**src/rtl/sensor_dwell_qualifier.sv**
```systemverilog
// Per-channel sensor dwell qualifier: a synchronised sensor must stay active for act_len
// cycles and then idle for idle_len cycles before the sticky passed flag is raised.
module sensor_dwell_qualifier #(
  parameter int N_CH        = 4,
  parameter int CNT_W       = 16,
  parameter int SYNC_STAGES = 2
) (
  input  logic             clk,
  input  logic             reset,
  input  logic             en,
  input  logic [CNT_W-1:0] act_len,
  input  logic [CNT_W-1:0] idle_len,
  input  logic [N_CH-1:0]  sens_active,
  input  logic [N_CH-1:0]  clr,
  output logic [N_CH-1:0]  passed,
  output logic [N_CH-1:0]  pass_pulse,
  output logic [N_CH-1:0]  abort_pulse,
  output logic [N_CH-1:0]  busy,
  output logic             any_passed
);

  // Interface contract: no valid/ready handshakes; passed and busy are levels decoded from
  // registered state, pass_pulse/abort_pulse are registered single-cycle strobes.
  typedef enum logic [1:0] {
    ST_IDLE    = 2'd0,
    ST_ACTIVE  = 2'd1,
    ST_RELEASE = 2'd2,
    ST_DONE    = 2'd3
  } state_t;

  logic [N_CH-1:0]  sync_q [SYNC_STAGES];
  logic [N_CH-1:0]  s;
  logic [CNT_W-1:0] act_eff;
  logic [CNT_W-1:0] idle_eff;

  always_ff @(posedge clk) begin
    if (!reset) begin
      for (int k = 0; k < SYNC_STAGES; k++) sync_q[k] <= '0;
    end else begin
      sync_q[0] <= sens_active;
      for (int k = 1; k < SYNC_STAGES; k++) sync_q[k] <= sync_q[k-1];
    end
  end

  assign s        = sync_q[SYNC_STAGES-1];
  assign act_eff  = (act_len  == '0) ? CNT_W'(1) : act_len;
  assign idle_eff = (idle_len == '0) ? CNT_W'(1) : idle_len;

  for (genvar i = 0; i < N_CH; i++) begin : g_ch
    // state_q is the per-channel FSM state, reachable hierarchically as g_ch[i].state_q.
    state_t           state_q, state_d;
    logic [CNT_W-1:0] cnt_q, cnt_d;
    logic [CNT_W-1:0] act_l_q, idle_l_q;
    logic             latch_len;
    logic             pass_d, pass_q;
    logic             abort_d, abort_q;

    always_ff @(posedge clk) begin
      if (!reset) begin
        state_q  <= ST_IDLE;
        cnt_q    <= '0;
        act_l_q  <= '0;
        idle_l_q <= '0;
        pass_q   <= 1'b0;
        abort_q  <= 1'b0;
      end else begin
        state_q <= state_d;
        cnt_q   <= cnt_d;
        pass_q  <= pass_d;
        abort_q <= abort_d;
        if (latch_len) begin
          act_l_q  <= act_eff;
          idle_l_q <= idle_eff;
        end
      end
    end

    always_comb begin
      state_d   = state_q;
      cnt_d     = cnt_q;
      latch_len = 1'b0;
      pass_d    = 1'b0;
      abort_d   = 1'b0;
      if (clr[i]) begin
        // Clear outranks every transition, including a same-edge entry to DONE.
        state_d = ST_IDLE;
        cnt_d   = '0;
      end else begin
        case (state_q)
          ST_IDLE: begin
            if (en && s[i]) begin
              state_d   = ST_ACTIVE;
              cnt_d     = CNT_W'(1);
              latch_len = 1'b1;
            end
          end
          ST_ACTIVE: begin
            if (!en) begin
              state_d = ST_IDLE;
              cnt_d   = '0;
            end else if (s[i]) begin
              cnt_d = (cnt_q < act_l_q) ? cnt_q + CNT_W'(1) : act_l_q;
            end else if (cnt_q < act_l_q) begin
              state_d = ST_IDLE;
              cnt_d   = '0;
              abort_d = 1'b1;
            end else if (idle_l_q == CNT_W'(1)) begin
              state_d = ST_DONE;
              pass_d  = 1'b1;
            end else begin
              state_d = ST_RELEASE;
              cnt_d   = CNT_W'(1);
            end
          end
          ST_RELEASE: begin
            if (!en) begin
              state_d = ST_IDLE;
              cnt_d   = '0;
            end else if (s[i]) begin
              // A bounce back to active restarts qualification from scratch.
              state_d = ST_ACTIVE;
              cnt_d   = CNT_W'(1);
            end else if (({1'b0, cnt_q} + (CNT_W+1)'(1)) >= {1'b0, idle_l_q}) begin
              state_d = ST_DONE;
              pass_d  = 1'b1;
            end else begin
              cnt_d = cnt_q + CNT_W'(1);
            end
          end
          ST_DONE: begin
            state_d = ST_DONE;
          end
          default: begin
            state_d = ST_IDLE;
            cnt_d   = '0;
          end
        endcase
      end
    end

    assign passed[i]      = (state_q == ST_DONE);
    assign busy[i]        = (state_q == ST_ACTIVE) || (state_q == ST_RELEASE);
    assign pass_pulse[i]  = pass_q;
    assign abort_pulse[i] = abort_q;
  end

  assign any_passed = |passed;

endmodule

```
**config.mk**
```make
export PLATFORM = sky130hd
export DESIGN_NAME = sensor_dwell_qualifier
export DESIGN_NICKNAME = d
export VERILOG_FILES = /design/src/rtl/sensor_dwell_qualifier.sv
export SDC_FILE = /design/constraint.sdc
export NUM_CORES = 1
export LEC_CHECK = 0
export CORE_MARGIN = 10
export CORE_UTILIZATION = 50
export DETAILED_ROUTE_END_ITERATION = 6
export HOLD_SLACK_MARGIN = 0.06
export MAX_ROUTING_LAYER = met4
export PLACE_DENSITY = 0.79
export SYNTH_ARGS = -nofsm -noshare
export SYNTH_HDL_FRONTEND = slang
export SYNTH_SLANG_ARGS = --single-unit
```
**constraint.sdc**
```tcl
create_clock -name clk -period 6.37 [get_ports clk]
set_clock_uncertainty 0.15 [all_clocks]
set_input_delay 0.9555 -clock clk [delete_from_list [all_inputs] [get_ports clk]]
set_output_delay 0.9555 -clock clk [all_outputs]
set_load 0.03 [all_outputs]
```
==> impl_metrics.env <==
export IMPL_clkSinkCount=216
export IMPL_yosys_warnings=0
export IMPL_synth_edf_count=0
export IMPL_grt_pass1_wl_um=60600
export IMPL_fin_ws_ps=2170
export IMPL_min_path_type="flip-flop to flip-flop"
export IMPL_max_stage_delay_ps=550
export IMPL_nNetsFinal=1901
export IMPL_async_flop_share_pct=0
export IMPL_drc=0
export IMPL_clkLatencyLatePin_ps=530
export IMPL_clock_tree_root_cell="clkbuf_16"
export IMPL_vias=12200
export IMPL_holdWs_ps=283
export IMPL_setup_viol=0
export IMPL_drt_vias_per_instance=5.91
export IMPL_postCtsHoldBufs=0
export IMPL_regToRegStartpoint="g_ch[0].cnt_q[0]"
export IMPL_num_antenna_cells=0
export IMPL_die_area_mm2=0.0344
export IMPL_synth_cell_types=73
export IMPL_syn_area_mm2=0.0137
export IMPL_pin_count=60
export IMPL_port_buffers=59
export IMPL_crit_path_end="g_ch[0].cnt_q[10]"
export IMPL_drt_iter0_markers=1158
export IMPL_slowest_stage="o2111a_1"
export IMPL_critPathLaunch="g_ch[0].cnt_q[0]"
export IMPL_synth_seq_area_share_pct=31.6
export IMPL_die_y_um=186
export IMPL_cts_max_level=1
export IMPL_r2r_cells=14
export IMPL_dr_wl_met2_um=17600
export IMPL_synthFlopType="dfxtp_1"
export IMPL_r2r_end="g_ch[0].cnt_q[10]"
export IMPL_start_util_pct=50.8
export IMPL_report_final_slew_viol_count=0
export IMPL_crit_type="flip-flop to flip-flop"
export IMPL_grt_usage_pct=22.2
export IMPL_dp_hpwl_um=27500
export IMPL_areaGrowthSynthToFinish_pct=11.8
export IMPL_drt_met1_wl_um=16000
export IMPL_synth_top_cell_area_share_pct=31.6
export IMPL_overflow=0
export IMPL_cp_max_fo=15
export IMPL_finalCritPeriodShare_pct=66.0
export IMPL_ir_drop_v=0.000187
export IMPL_rows=60
export IMPL_place_inst=2022
export IMPL_wl_per_cell_um=18.2
export IMPL_status="finished, final reports clean"
export IMPL_cpLargestDelayFamily="compound AO/OA/AOI/OAI gates"
export IMPL_cp_required_ps=6690
export IMPL_cts_tree="yes"
export IMPL_layout_common_cells="nand2_1, dfxtp_1, ha_1, inv_1, a21boi_0"
export IMPL_grt_pass1_vias=11800
export IMPL_fin_crit_ps=4200
export IMPL_clk_pin_slew_ps=60
export IMPL_gp_congestion=0.908
export IMPL_ys_ff_latch=216
export IMPL_top_layer_used="met4"
export IMPL_nFillCells=2384
export IMPL_setup_tns_ps=0
export IMPL_grt_max_degree=99
export IMPL_antenna_found_initial=0
export IMPL_core_area_mm2=0.0270
export IMPL_finalInstanceArea_mm2=0.0153
export IMPL_stdcell_count=2065
export IMPL_dp_slack_ps=2210
export IMPL_power_leakage_nw=5.92
export IMPL_drt_wl_total_um=37700
export IMPL_timing_critical_path_mode_cell="ha_1"
export IMPL_hold_viol_final=0
export IMPL_syn_inst=1695
export IMPL_synth_area_leader_cell="dfxtp_1"
export IMPL_cts_resized=0
export IMPL_routed_wl_met3_um=2670
export IMPL_cap_violations=0
export IMPL_reg2reg_slack_ps=2170
export IMPL_clk_path_buf_depth=3
export IMPL_dr_pass1_iters=6
export IMPL_post_cts_buffers=0
export IMPL_synth_avg_cell_area_um2=8.08
export IMPL_crit_buf_inv=0
export IMPL_die_w_um=186
export IMPL_postRouteAntennaNets=0
export IMPL_critical_path_arrival_ps=4530
export IMPL_syn_num_nets=1889
export IMPL_fmax_mhz=238
export IMPL_rsz0062_at_grt="false"
export IMPL_powerDensity_mw_per_mm2=206
export IMPL_synth_area_leaders="dfxtp_1, ha_1, nand2_1"
export IMPL_worst_setup_path_end_kind="flip-flop"
export IMPL_relSlewSlack_pct=19.6
export IMPL_crit_chain="ha_1 -> and3_1 -> nand4_2 -> nor2_1 -> xor2_1 -> ha_1 -> a211oi_1 -> o21ai_0 -> a22o_1 -> or4b_1 -> a21oi_2 -> o2111a_1 -> a21boi_1 -> a21o_1"
export IMPL_start_kind="flip-flop"
export IMPL_drive_gt1_share_pct=4.70
export IMPL_worstMarginPinSlew_ps=1200
export IMPL_cp_num_cells=14
export IMPL_final_common_cell="nand2_1"
export IMPL_dpl_cell_area_mm2=0.0144
export IMPL_numCtsBuffers=24
cells by family after synthesis:
logic type | after synthesis | share of synthesized area, %
compound gates | 403 | 22.1
xor+xnor | 56 | 3.58
fa+ha+maj | 151 | 13.8
mux | 20 | 1.47
simple gates | 620 | 20.7
buf+inv | 229 | 6.82
flops | 216 | 31.6
power breakdown:
part,total [W],leakage [nW],internal (W),switching [W]
combinational,0.000219,3.75,0.0000834,0.000135
sequential,0.00138,1.74,0.00136,0.0000151
clock,0.00155,0.426,0.000962,0.000589
total,0.00315,5.92,0.00241,0.000740
worst min-delay path by stage:
stage	slack [ps]	from	cells after the start	end
floorplan	260	sync_q[0][0]	1	sync_q[0][4]
global placement	270	sync_q[0][3]	1	sync_q[0][7]
detailed placement	270	sync_q[0][0]	1	sync_q[0][4]
CTS	280	sync_q[0][0]	1	sync_q[0][4]
global route	300	sync_q[0][1]	1	sync_q[0][5]
finish	280	sync_q[0][0]	1	sync_q[0][4]
cell usage after synthesis (all sizes together), types with 8 or more instances:
cell / instances
nand2: 360
dfxtp: 216
ha: 151
inv: 141
a21boi: 124
clkbuf: 67
a21oi: 60
nor2: 57
a22o: 56
nand3: 53
o21ai: 47
xnor2: 34
nand4: 32
a32o: 31
nor4: 25
xor2: 22
buf: 21
mux2i: 19
nor3: 14
a211oi: 13
a21o: 13
nor2b: 13
and3: 12
and2: 11
and4: 11
nand2b: 10
o211a: 8
per-stage QoR:
stage          total power (W)  util, %
2_1_floorplan          0.00153        -
3_3_place_gp           0.00162     53.6
3_5_place_dp           0.00162     53.6
4_1_cts                0.00316     56.8
5_1_grt                0.00325     56.8
6_report               0.00315     56.8
routing by layer:
metal | vias up | global-route usage [%]
li1 | 5953 | -
met1 | 5785 | 26.6
met2 | 390 | 36.5
met3 | 75 | 3.70
met4 | 0 | 8.42
met5 | - | -
sequential cells by signal, indices dropped and copies added, names as in the netlist:
register	flops
sync_q	8
g_ch.idle_l_q	64
g_ch.state_q	8
g_ch.cnt_q	64
g_ch.abort_q	4
g_ch.act_l_q	64
g_ch.pass_q	4
worst register-to-register path: stages (launching register included):
cell,delay [ps]
dfxtp_1,420
ha_1,240
and3_1,280
nand4_2,210
nor2_1,190
xor2_1,230
ha_1,280
a211oi_1,220
o21ai_0,110
a22o_1,220
or4b_1,520
a21oi_2,170
o2111a_1,550
a21boi_1,250
a21o_1,90
area by class of cell:
cell class                 instances  area [um^2]  share of cell area (%)
tap                              341          427                    2.79
sequential                       216         4320                    28.2
clock inverter                    12          193                    1.26
timing repair buffer              74          696                    4.54
inverter                         141          529                    3.46
multi-input combinational       1250         8460                    55.2
clock buffer                      31          688                    4.49
Note: power is estimated with default switching activity, not from simulation.
